$ cat config.mk
export PLATFORM = sky130hd
export DESIGN_NAME = load_store_unit
export DESIGN_NICKNAME = d
export VERILOG_FILES = /design/src/rtl/load_store_unit.sv
export SDC_FILE = /design/constraint.sdc
export NUM_CORES = 1
export LEC_CHECK = 0
export CAP_MARGIN = 20
export CORE_UTILIZATION = 25
export DETAILED_ROUTE_END_ITERATION = 6
export SLEW_MARGIN = 30
export SYNTH_ARGS = -nofsm -noshare
export SYNTH_HDL_FRONTEND = slang
export SYNTH_SLANG_ARGS = --single-unit
$ cat constraint.sdc
create_clock -name clock -period 3.7 [get_ports clock]
set_input_delay 0.74 -clock clock [delete_from_list [all_inputs] [get_ports clock]]
set_output_delay 0.74 -clock clock [all_outputs]
set_load 0.005 [all_outputs]
$ cat src/rtl/load_store_unit.sv
// RV32I load/store unit: byte-addressed LB/LH/LW/LBU/LHU/SB/SH/SW over a word-indexed data memory.
// Optional `MISALIGN_TRAP_EN: misaligned H/W accesses raise resp_err instead of being aligned down.
module load_store_unit #(
  parameter int MEM_DEPTH = 1024
) (
  input  logic        clock,
  input  logic        reset,
  input  logic        req_valid,
  output logic        req_ready,
  input  logic        req_store,
  input  logic [2:0]  req_funct3,
  input  logic [31:0] req_addr,
  input  logic [31:0] req_wdata,
  output logic        resp_valid,
  input  logic        resp_ready,
  output logic [31:0] resp_rdata,
  output logic        resp_err,
  output logic        mem_read_enable,
  output logic        mem_write_enable,
  output logic [31:0] mem_address,
  output logic [31:0] mem_write_data,
  input  logic [31:0] mem_read_data
);

  typedef enum logic [2:0] {IDLE, LOAD, RMW_RD, WRITE, RESP} state_t;

  localparam logic [31:0] DEPTH_W = MEM_DEPTH;

  state_t      state, state_next;
  logic [2:0]  funct3_q;
  logic [1:0]  lane_q;
  logic [15:0] wdata_q;

  logic        funct3_ok;
  logic        out_of_range;
  logic        req_err;
  logic [1:0]  req_lane;
  logic [31:0] load_ext;
  logic [31:0] merged;
  logic [7:0]  byte_v;
  logic [15:0] half_v;

  // Request decode; lane is aligned down so the non-trapping build can proceed on misaligned H/W.
  always_comb begin
    funct3_ok    = 1'b0;
    out_of_range = ({2'b00, req_addr[31:2]} >= DEPTH_W);
    req_lane     = req_addr[1:0];
    if (req_store)
      funct3_ok = (req_funct3 == 3'b000) || (req_funct3 == 3'b001) || (req_funct3 == 3'b010);
    else
      funct3_ok = (req_funct3 == 3'b000) || (req_funct3 == 3'b001) || (req_funct3 == 3'b010) ||
                  (req_funct3 == 3'b100) || (req_funct3 == 3'b101);
    if (req_funct3[1:0] == 2'b01)
      req_lane = {req_addr[1], 1'b0};
    else if (req_funct3[1:0] == 2'b10)
      req_lane = 2'b00;
`ifdef MISALIGN_TRAP_EN
    req_err = !funct3_ok || out_of_range ||
              ((req_funct3[1:0] == 2'b01) && req_addr[0]) ||
              ((req_funct3[1:0] == 2'b10) && (req_addr[1:0] != 2'b00));
`else
    req_err = !funct3_ok || out_of_range;
`endif
  end

  // Lane extraction for loads and lane merge for read-modify-write stores.
  always_comb begin
    byte_v   = mem_read_data[8*lane_q +: 8];
    half_v   = lane_q[1] ? mem_read_data[31:16] : mem_read_data[15:0];
    load_ext = mem_read_data;
    merged   = mem_read_data;
    case (funct3_q)
      3'b000:  load_ext = {{24{byte_v[7]}}, byte_v};
      3'b100:  load_ext = {24'h0, byte_v};
      3'b001:  load_ext = {{16{half_v[15]}}, half_v};
      3'b101:  load_ext = {16'h0, half_v};
      default: load_ext = mem_read_data;
    endcase
    if (funct3_q[1:0] == 2'b00)
      merged[8*lane_q +: 8] = wdata_q[7:0];
    else if (lane_q[1])
      merged[31:16] = wdata_q;
    else
      merged[15:0] = wdata_q;
  end

  always_ff @(posedge clock or posedge reset) begin
    if (reset) state <= IDLE;
    else       state <= state_next;
  end

  always_comb begin
    state_next       = state;
    req_ready        = 1'b0;
    resp_valid       = 1'b0;
    mem_read_enable  = 1'b0;
    mem_write_enable = 1'b0;
    case (state)
      IDLE: begin
        req_ready = 1'b1;
        if (req_valid) begin
          if (req_err)                    state_next = RESP;
          else if (!req_store)            state_next = LOAD;
          else if (req_funct3 == 3'b010)  state_next = WRITE;
          else                            state_next = RMW_RD;
        end
      end
      LOAD: begin
        mem_read_enable = 1'b1;
        state_next      = RESP;
      end
      RMW_RD: begin
        mem_read_enable = 1'b1;
        state_next      = WRITE;
      end
      WRITE: begin
        mem_write_enable = 1'b1;
        state_next       = RESP;
      end
      RESP: begin
        resp_valid = 1'b1;
        if (resp_ready) state_next = IDLE;
      end
      default: state_next = IDLE;
    endcase
  end

  // Request fields and memory address are latched once at acceptance and held until the response.
  always_ff @(posedge clock or posedge reset) begin
    if (reset) begin
      funct3_q       <= 3'b000;
      lane_q         <= 2'b00;
      wdata_q        <= 16'h0;
      mem_address    <= 32'h0;
      mem_write_data <= 32'h0;
      resp_rdata     <= 32'h0;
      resp_err       <= 1'b0;
    end else begin
      case (state)
        IDLE: begin
          if (req_valid) begin
            funct3_q    <= req_funct3;
            lane_q      <= req_lane;
            wdata_q     <= req_wdata[15:0];
            mem_address <= {2'b00, req_addr[31:2]};
            resp_rdata  <= 32'h0;
            resp_err    <= req_err;
            if (req_store && (req_funct3 == 3'b010) && !req_err)
              mem_write_data <= req_wdata;
          end
        end
        LOAD:    resp_rdata     <= load_ext;
        RMW_RD:  mem_write_data <= merged;
        default: ;
      endcase
    end
  end

endmodule

[After elaboration in Yosys (flattened, before gate mapping)]
Index checks and enable logic that the tools add are counted.
Word-level totals
  register bits after elaboration: 119
  bits of input ports: 104
Cells by class
  add/subtract/negate cells: 1
  order comparisons: 1
  equality and inequality tests: 16
  shift operators: 3
  muxes and demuxes: 24
  reduce and logical (&&, ||, !) cells: 21
Operators by type and width (count)
  $mux 32: 4
  $pmux 32 s2: 2
  $pmux 32 s4: 1
  $mux 16: 3
  $neg 5->34: 1
  $shift 8x34->32 const A: 1
  $shiftx 8x34->32: 1
  $bwmux 32: 1
  $shiftx 32x6->8: 1
  $ge 30x11->1 const B: 1
  $eq 3x3->1 const B: 5
  $pmux 3 s4: 1
  $eq 3x1->1 const B: 3
  $eq 3x2->1 const B: 3
  $logic_not 3->1: 3
  $mux 3: 3
  $mux 1: 6
  $mux 2: 3
  $ne 2x2->1 const B: 3
  $reduce_and 2->1: 3
  $logic_or 1x1->1: 5
  $reduce_bool 2->1: 2
  $reduce_or 2->1: 2
  $reduce_and 3->1: 1
  other kinds (5): 7

[Logic depth before layout (Yosys ltp)]
Gate-level depths: netlist of run 1.
  word-level depth: 13
  gate-level depth with buffers: 8
  mapped depth without buffers: 6

[Least setup slack after synthesis of run 1]
OpenSTA, ideal clock, no wires.
  kind: input to register
  from: input req_addr[19]
  to: register mem_write_data[16]
  setup time: 126 ps
  arrival: 2285 ps
  setup slack: 1289 ps
  cell stages on the path: 5
  path buffers: 1
  cells stage by stage: nor4_1 > nand3_2 > o41a_1 > buf_6 > a221o_1
Between the ends
  cells in the longest elaborated chain, start to end: 6
RTL lines
  start: declaration: RTL line 12  | input logic [31:0] req_addr,
  $ge 30x11->1: RTL line 46  | out_of_range = ({2'b00, req_addr[31:2]} >= DEPTH_W);
  $logic_or 1x1->1: RTL line 62  | req_err = !funct3_ok || out_of_range;
  $logic_not 1->1: RTL line 148  | if (req_store && (req_funct3 == 3'b010) && !req_err)
  $logic_and 1x1->1: RTL line 148
  $ne 2x2->1 (no source line)
  $reduce_and 3->1 (no source line)
  end signal: assignment: RTL line 149  | mem_write_data <= req_wdata;
  end signal: assignment: RTL line 153  | RMW_RD: mem_write_data <= merged;
  end: declaration: RTL line 21  | output logic [31:0] mem_write_data,
No other way between the ends.
A chain may end at the register's enable or synchronous reset.

[Worst setup path after layout of run 1]
  from: register state[1]
  to: output mem_read_enable
Between the ends
  cells in the longest elaborated chain, start to end: 3
RTL lines
  start: declaration: RTL line 29  | state_t state, state_next;
  start signal: assignment: RTL line 89  | else state <= state_next;
  $eq 3x2->1 or $eq 3x1->1 (tied branches): RTL line 98  | case (state)
  $reduce_or 2->1 (no source line) (*)
  $mux 1 (*): RTL line 98
  end: declaration: RTL line 18  | output logic mem_read_enable,
Every way passes the cells marked *; elsewhere a longest branch is shown, timed or not.

==> flow_summary_export.csv, run 1 <==
group,metric,value,unit
place,io_buffers,202,
clocking,cts_buffers,17,
clocking,clock-sinks,119,
min_path,hold_path.class,"flip-flop to flip-flop",
sta,setup_viol,0,
clocking,cts_resized,0,
place,place.gp.congestion,0.782,
global_route,grt_pass1_wl,32400,um
route,drtIter0Drc,430,
critical_path,worstPathMaxFanout,12,
critical_path,worstPathRequired,2.96,ns
synth,synth_seq_cells,119,
synth,synth_cells,507,
synth,syn_avg_cell_area,11.8,um2
global_route,grt_pass1_vias,5443,
place,hpwl,16100,um
clocking,cts.path.max_buffers,2,
sta,slew_violations,0,
clocking,cts.reportedPaths.clkPinSlew,0.06,ns
route,vias,5349,
route,m1WireLength,9150,um
sta,fmax,0.336,GHz
synth,ys_seq_area_share,49.6,%
synth,synth_ff_type,"dfrtp_1",
die,die_x,157,um
clocking,clk_latency,0.42,ns
die,start_util,25.6,%
critical_path,end_kind,"output pin",
synth,ys_types,54,
die,die_h,157,um
critical_path,worst-setup-path-type,"flip-flop to output pin",
sta,fin_crit_sh,80.4,%
route,ant_nets,0,
sta,finClkSkew,0.00797,ns
finish,syn_to_final_growth,50.8,%
global_route,grt_max_degree,38,
critical_path,worstPathArrival,2.24,ns
flow_run,cap_violations,0,
power,ir_worst_vdd,0.291,mV
sta,slew_headroom,50.8,%
die,core_area,0.0235,mm2
power,cellLeakagePower,3.55,nW
global_route,gr-total-overflow,0,
route,wl,21400,um
route,dr_wl_met2,10100,um
die,num_rows,56,
critical_path,start_kind,"flip-flop",
clocking,hold_buffers,0,
synth,yosys_warnings,0,
sta,hold_viol,0,
synth,async_reset_ff_share,100,%
route,route.met3.wl,1900,um
route,wl_per_cell,20.4,um
clocking,root_buffer,"clkbuf_16",
global_route,antenna_found_initial,1,
sta,whs,0.501,ns
route,drcViolationCount,0,
sta,fin_tns_setup,0,ns
route,dr.pass1.iters,5,
synth,synth-edff-count,0,
sta,fin_crit,2.98,ns
clocking,cts_tree,"done",
die,die-area,0.0246,mm2
synth,syn_area,0.00600,mm2
outcome,outcome,"completed",
sta,worstMarginPinSlew,0.730,ns
clocking,cts_setup_buffers,0,
route,dr.max_layer_used,"met4",
sta,rsz0062_at_grt,"no",
clocking,htree_levels,4,
place,place_inst,1015,
finish,finalNonFillerCells,1048,
die,io_pins,205,
route,viasPerCell,5.10,
finish,drive_above_1_share,16.6,%
finish,fin_nets,824,
global_route,track_usage,17.8,%
power,power_density,455,mW/mm2
==> worst max-delay path, stage by stage, from the launching register on <==
cell,delay [ns]
dfrtp_1,0.50
or3b_2,0.64
nand2_1,0.11
clkdlybuf4s50_1,0.56
==> where the power goes <==
group	internal (mW)	leakage, nW	switching, mW
Clock	0.992	0.276	0.651
Sequential	1.43	1.51	0.144
Combinational	0.466	1.77	0.435
Total	2.88	3.55	1.23
==> cell usage after synthesis (5+ instances only) <==
cell type / n / share of area, %
buf_2: 14 / 1.2
nand2b_1: 10 / 1.0
a221oi_1: 7 / 1.0
mux4_2: 6 / 2.3
o21ai_0: 41 / 3.4
dfrtp_1: 119 / 50
inv_1: 21 / 1.3
o2bb2ai_1: 7 / 1.0
nor3_1: 6 / 0.50
nand2_1: 30 / 1.9
mux2_2: 41 / 7.7
o22ai_1: 11 / 1.1
nand3_1: 9 / 0.75
nor2_1: 15 / 0.94
nor4_2: 5 / 1.0
a221o_1: 54 / 9.0
a22o_1: 7 / 1.0
ha_1: 5 / 1.0
a32o_1: 10 / 1.7
o221a_1: 16 / 3.0
clkbuf_1: 17 / 1.1
a31oi_1: 8 / 0.83
==> kinds of logic (layout without fill, tap and decap cells) <==
group,count (synthesis),in the layout,synth area share (%)
buf+inv,59,279,4.36
flops,119,119,49.6
compound gates,180,180,25.3
simple gates,96,96,9.61
other cells,1,3,0.0625
fa+ha+maj,5,5,1.04
mux,47,47,9.95
==> metrics by stage <==
stage	power [mW]	instance area (um2)	setup WS, ns	utilization [%]
final	4.11	9050	0.724	38.5
after global routing	4.28	9050	0.621	38.5
after CTS	4.14	9040	0.711	38.5
after detailed placement	2.48	8470	0.387	36.1
after global placement	2.47	8450	0.450	36.0
after floorplan	2.00	6010	1.29	-
==> sequential cells by signal, summed over array words and instances (netlist names) <==
register        count
resp_err            1
state               3
funct3_q            3
mem_address        30
resp_rdata         32
wdata_q            16
lane_q              2
mem_write_data     32
==> layout by cell type, fill, tap and decap left out, types with 6 or more instances in the layout <==
cell,n
a221o_1,54
a221oi_1,7
a22o_1,7
a31oi_1,8
a32o_1,10
buf_4,20
clkbuf_16,17
clkdlybuf4s50_1,202
dfrtp_1,119
inv_1,20
mux2_2,41
mux4_2,6
nand2_1,30
nand2b_1,10
nand3_1,9
nor2_1,15
nor3_1,6
o21ai_0,41
o221a_1,16
o22ai_1,11
o2bb2ai_1,7
==> final cells by class <==
cell class / count / area, um2
sequential: 119 / 2980
timing repair buffer: 225 / 2230
inverter: 22 / 86.3
fill: 2298 / 14400
antenna: 1 / 2.50
clock buffer: 17 / 425
tap: 319 / 399
clock inverter: 15 / 154
multi-input combinational: 330 / 2770
==> final timing paths <==
path,from,to,slack (ns),depth (start not counted)
worst min-delay path,resp_rdata[3],resp_rdata[3],0.50,1
worst max-delay path,state[1],mem_read_enable,0.72,3
min in group asynchronous,reset,mem_address[5],0.69,2
max in group asynchronous,reset,resp_rdata[14],2.34,3
worst max register to register,lane_q[0],mem_write_data[16],1.14,6
worst min register to register,resp_rdata[3],resp_rdata[3],0.50,1
==> metal layers <==
| layer | up-vias | global-route usage, % |
|---|---|---|
| met5 | - | 0 |
| met4 | 0 | 5.23 |
| met3 | 21 | 5.81 |
| met2 | 251 | 28.1 |
| met1 | 2658 | 23.0 |
| li1 | 2419 | - |
Power figures use the tool's default switching activity.
==> run 2: changes to the inputs <==
- clock period: 3.7 -> 2.99 ns (I/O delays scaled with it)
==> flow_summary_export.csv, run 2 (synthesized netlist as in run 1, its figures left out) <==
group,metric,value,unit
global_route,antenna_found_initial,1,
sta,fin_crit_sh,95.0,%
route,dr.pass1.iters,5,
sta,slew_headroom,42.0,%
finish,final_cell_mix,"202 x clkdlybuf4s50_1, 119 x dfrtp_1, 54 x a221o_1, 41 x o21ai_0, 41 x mux2_2",
critical_path,max_stage_delay,0.65,ns
clocking,cts_resized,0,
global_route,grt_max_degree,88,
clocking,cts.path.max_buffers,2,
global_route,track_usage,18.0,%
power,ir_worst_vdd,0.378,mV
route,wl_per_cell,20.4,um
critical_path,worst-setup-path-type,"flip-flop to output pin",
clocking,cts_setup_buffers,0,
global_route,gr-total-overflow,0,
route,drtIter0Drc,438,
critical_path,worstPathArrival,2.24,ns
sta,fmax,0.352,GHz
finish,fillers,2275,
critical_path,end_kind,"output pin",
critical_path,path_cells,"or3b_2, nand2_1, clkdlybuf4s50_1",
global_route,grt_pass1_vias,5403,
clocking,cts_buffers,17,
sta,worstMarginPinSlew,0.862,ns
clocking,cts_tree,"done",
critical_path,start_kind,"flip-flop",
sta,fin_tns_setup,0,ns
sta,finClkSkew,0.00936,ns
die,die-area,0.0246,mm2
min_path,hold_path.class,"flip-flop to flip-flop",
power,cellLeakagePower,3.62,nW
critical_path,slowest_stage,"or3b_2",
finish,drive_above_1_share,17.2,%
outcome,outcome,"completed",
die,start_util,25.6,%
sta,slew_violations,0,
critical_path,path_buf_inv,1,
route,vias,5362,
die,num_rows,56,
finish,fin_nets,830,
route,ant_nets,0,
critical_path,worstPathMaxFanout,12,
clocking,clock-sinks,119,
sta,setup_viol,0,
critical_path,crit_family,"simple AND/OR/NAND/NOR gates",
die,core_area,0.0235,mm2
finish,top_regs,"mem_write_data (32), resp_rdata (32), mem_address (30)",
route,drcViolationCount,0,
finish,final_core_util,39.1,%
place,io_buffers,202,
power,power_density,578,mW/mm2
clocking,root_buffer,"clkbuf_16",
die,die_h,157,um
sta,fin_crit,2.84,ns
critical_path,worstPathRequired,2.39,ns
place,place.gp.congestion,0.815,
clocking,cts.reportedPaths.clkPinSlew,0.06,ns
finish,final_common_cell,"clkdlybuf4s50_1",
place,hpwl,16100,um
sta,whs,0.495,ns
sta,rsz0062_at_grt,"no",
clocking,htree_levels,4,
sta,hold_viol,0,
global_route,grt_pass1_wl,32800,um
flow_run,cap_violations,0,
clocking,hold_buffers,0,
route,viasPerCell,5.09,
finish,syn_to_final_growth,52.9,%
die,die_x,157,um
die,io_pins,205,
route,wl,21500,um
clocking,clk_latency,0.42,ns
[run 2: cell types whose count changed in the layout (fill, tap and decap cells not counted), sizes merged]
cell      previous run  this run
inv                 23        20
buf                 23        29
clkbuf              17        21
bufinv               2         4
clkinv               7         6
clkinvlp             5         3
[run 2: layout make-up]
type	count	area, um2	area share (%)
inverters	22	86.3	0.941
flip-flops and latches	119	2980	32.5
clock buffers	21	470	5.13
clock inverters	11	171	1.87
repair buffers	231	2290	25.0
multi-input cells	330	2770	30.2
diodes	1	2.50	0.0273
well taps	319	399	4.35
[run 2: worst reg2reg max path, stage by stage (launching register included)]
cell,delay [ns]
dfrtp_1,0.35
clkinv_1,0.33
ha_1,0.47
nand2b_1,0.17
nor4_2,0.65
a221o_1,0.34
o221a_1,0.18
[run 2: routing by layer]
layer	vias to the layer above	GRT usage [%]	part of all wire, %
li1	2439	-	-
met1	2630	23.3	42
met2	261	28.0	47
met3	32	6.08	9.0
met4	0	6.44	1.6
met5	-	0	0
[run 2: where the power goes]
part | leakage, nW | internal, mW | switching [mW]
Combinational | 1.80 | 0.592 | 0.573
Sequential | 1.51 | 1.76 | 0.139
Clock | 0.309 | 1.46 | 0.775
[run 2: worst paths after layout]
check | startpoint | to | slack, ns | cells past startpoint
min | resp_rdata[3] | resp_rdata[3] | 0.49 | 1
min reg2reg | resp_rdata[3] | resp_rdata[3] | 0.49 | 1
min in group asynchronous | reset | mem_address[6] | 0.67 | 3
max in group asynchronous | reset | mem_write_data[15] | 1.91 | 3
max | state[1] | mem_read_enable | 0.15 | 3
max reg2reg | lane_q[1] | mem_write_data[31] | 0.43 | 6
[run 2: stage by stage]
stage,cell area (um2),setup slack (ns),std cells,power (mW)
after global routing,9170,0.0375,1054,5.54
after global placement,8520,0.171,1020,3.07
after floorplan,6010,0.688,508,2.47
final,9170,0.151,1054,5.31
after detailed placement,8520,0.134,1020,3.08
after CTS,9160,0.124,1052,5.34
==> run 3: changes to the inputs <==
- CTS_CLUSTER_SIZE: unset -> 16
- MAX_ROUTING_LAYER: unset -> met4
- SKIP_LAST_GASP: unset -> 1
==> flow_summary_export.csv, run 3 (synthesized netlist as in run 1, its figures left out) <==
group,metric,value,unit
outcome,outcome,"completed",
clocking,cts_resized,0,
global_route,gr-usage-met1,23.7,%
sta,fin_crit_sh,94.8,%
power,cellLeakagePower,3.62,nW
die,die_h,157,um
finish,fin_nets,830,
finish,drive_above_1_share,17.2,%
global_route,grt_max_degree,88,
global_route,grt_pass1_vias,5462,
sta,hold_viol,0,
die,die-area,0.0246,mm2
route,dr.pass1.iters,5,
critical_path,start_kind,"flip-flop",
place,io_buffers,202,
route,drcViolationCount,0,
power,comb_power_share,22.0,%
clocking,hold_buffers,0,
sta,fin_tns_setup,0,ns
die,core_area,0.0235,mm2
clocking,root_buffer,"clkbuf_16",
finish,syn_to_final_growth,52.9,%
global_route,use_met2,28.0,%
global_route,grt_pass1_wl,32700,um
route,wl,21600,um
sta,slew_violations,0,
sta,finClkSkew,0.00777,ns
critical_path,end_kind,"output pin",
route,viasPerCell,5.12,
clocking,cts_buffers,17,
die,die_x,157,um
finish,final_core_util,39.1,%
route,drtIter0Drc,469,
min_path,hold_path.class,"flip-flop to flip-flop",
power,power_density,579,mW/mm2
critical_path,worstPathRequired,2.39,ns
clocking,cts.path.max_buffers,2,
critical_path,reg2reg_slack,0.44,ns
die,num_rows,56,
sta,rsz0062_at_grt,"no",
critical_path,reg2reg_depth,6,
power,ir_worst_vdd,0.376,mV
clocking,cts.reportedPaths.clkPinSlew,0.06,ns
route,ant_nets,0,
power,swShare,28.0,%
sta,setup_viol,0,
power,switchingPower,1.49,mW
clocking,clock-sinks,119,
finish,top_regs,"mem_write_data (32), resp_rdata (32), mem_address (30)",
clocking,htree_levels,4,
finish,final_cell_mix,"202 x clkdlybuf4s50_1, 119 x dfrtp_1, 54 x a221o_1, 41 x o21ai_0, 41 x mux2_2",
power,internal-power,3.82,mW
sta,slew_headroom,43.0,%
global_route,gr-total-overflow,0,
flow_run,cap_violations,0,
clocking,cts_tree,"done",
finish,final_common_cell,"clkdlybuf4s50_1",
global_route,antenna_found_initial,1,
sta,worstMarginPinSlew,0.848,ns
clocking,clk_latency,0.42,ns
critical_path,worst-setup-path-type,"flip-flop to output pin",
power,seqPwrFrac,35.9,%
critical_path,worstPathArrival,2.24,ns
place,hpwl,16100,um
power,clockPowerShare,42.1,%
critical_path,worstPathMaxFanout,12,
global_route,track_usage,18.6,%
min_path,holdPathStages,1,
die,io_pins,205,
global_route,busiest_layer,"met2",
route,vias,5395,
power,total_power,5.31,mW
route,wl_per_cell,20.5,um
sta,fin_crit,2.84,ns
clocking,cts_setup_buffers,0,
sta,fmax,0.353,GHz
die,start_util,25.6,%
global_route,use_met3,5.37,%
place,place.gp.congestion,0.827,
run 3: cell counts in the layout (fill, tap and decap cells not counted):
No cell type changed its count.
run 3: final timing paths:
kind,from,endpoint
min,resp_rdata[1],resp_rdata[1]
max reg2reg,lane_q[1],mem_write_data[31]
max,state[1],mem_read_enable
min in group asynchronous,reset,mem_address[6]
max in group asynchronous,reset,mem_write_data[15]
min reg2reg,resp_rdata[1],resp_rdata[1]
run 3: cell type report:
cell class                      count  area (um2)
Antenna cell                        1        2.50
Clock buffer                       21         470
Clock inverter                     11         171
Fill cell                        2275       14300
Inverter                           22        86.3
Multi-Input combinational cell    330        2770
Sequential cell                   119        2980
Tap cell                          319         399
Timing Repair Buffer              231        2290
run 3: per-stage QoR:
step	std cells	area [um2]	hold slack [ns]	worst slack [ns]
final	1054	9170	0.499	0.154
after global routing	1054	9170	0.502	0.0377
after CTS	1052	9160	0.493	0.124
after detailed placement	1020	8520	0.476	0.134
after global placement	1020	8520	0.477	0.171
after floorplan	508	6010	0.479	0.688
run 3: worst max-delay path: stages, from the launching register on:
cell and delay (ns):
dfrtp_1 0.49, or3b_2 0.65, nand2_1 0.12, clkdlybuf4s50_1 0.56
run 3: power by group through the flow:
stage                     Combinational (mW)  Clock (mW)  Sequential [mW]
final                                   1.17        2.24             1.90
after global routing                    1.26        2.35             1.92
after CTS                               1.16        2.28             1.90
after detailed placement                1.16           0             1.93
after global placement                  1.14           0             1.92
after floorplan                        0.584           0             1.89
run 3: layer usage:
layer  up-vias  share of wire (%)
li1       2433                  -
met1      2672                 43
met2       263                 47
met3        27                8.9
met4         0                1.6
met5         -                  0
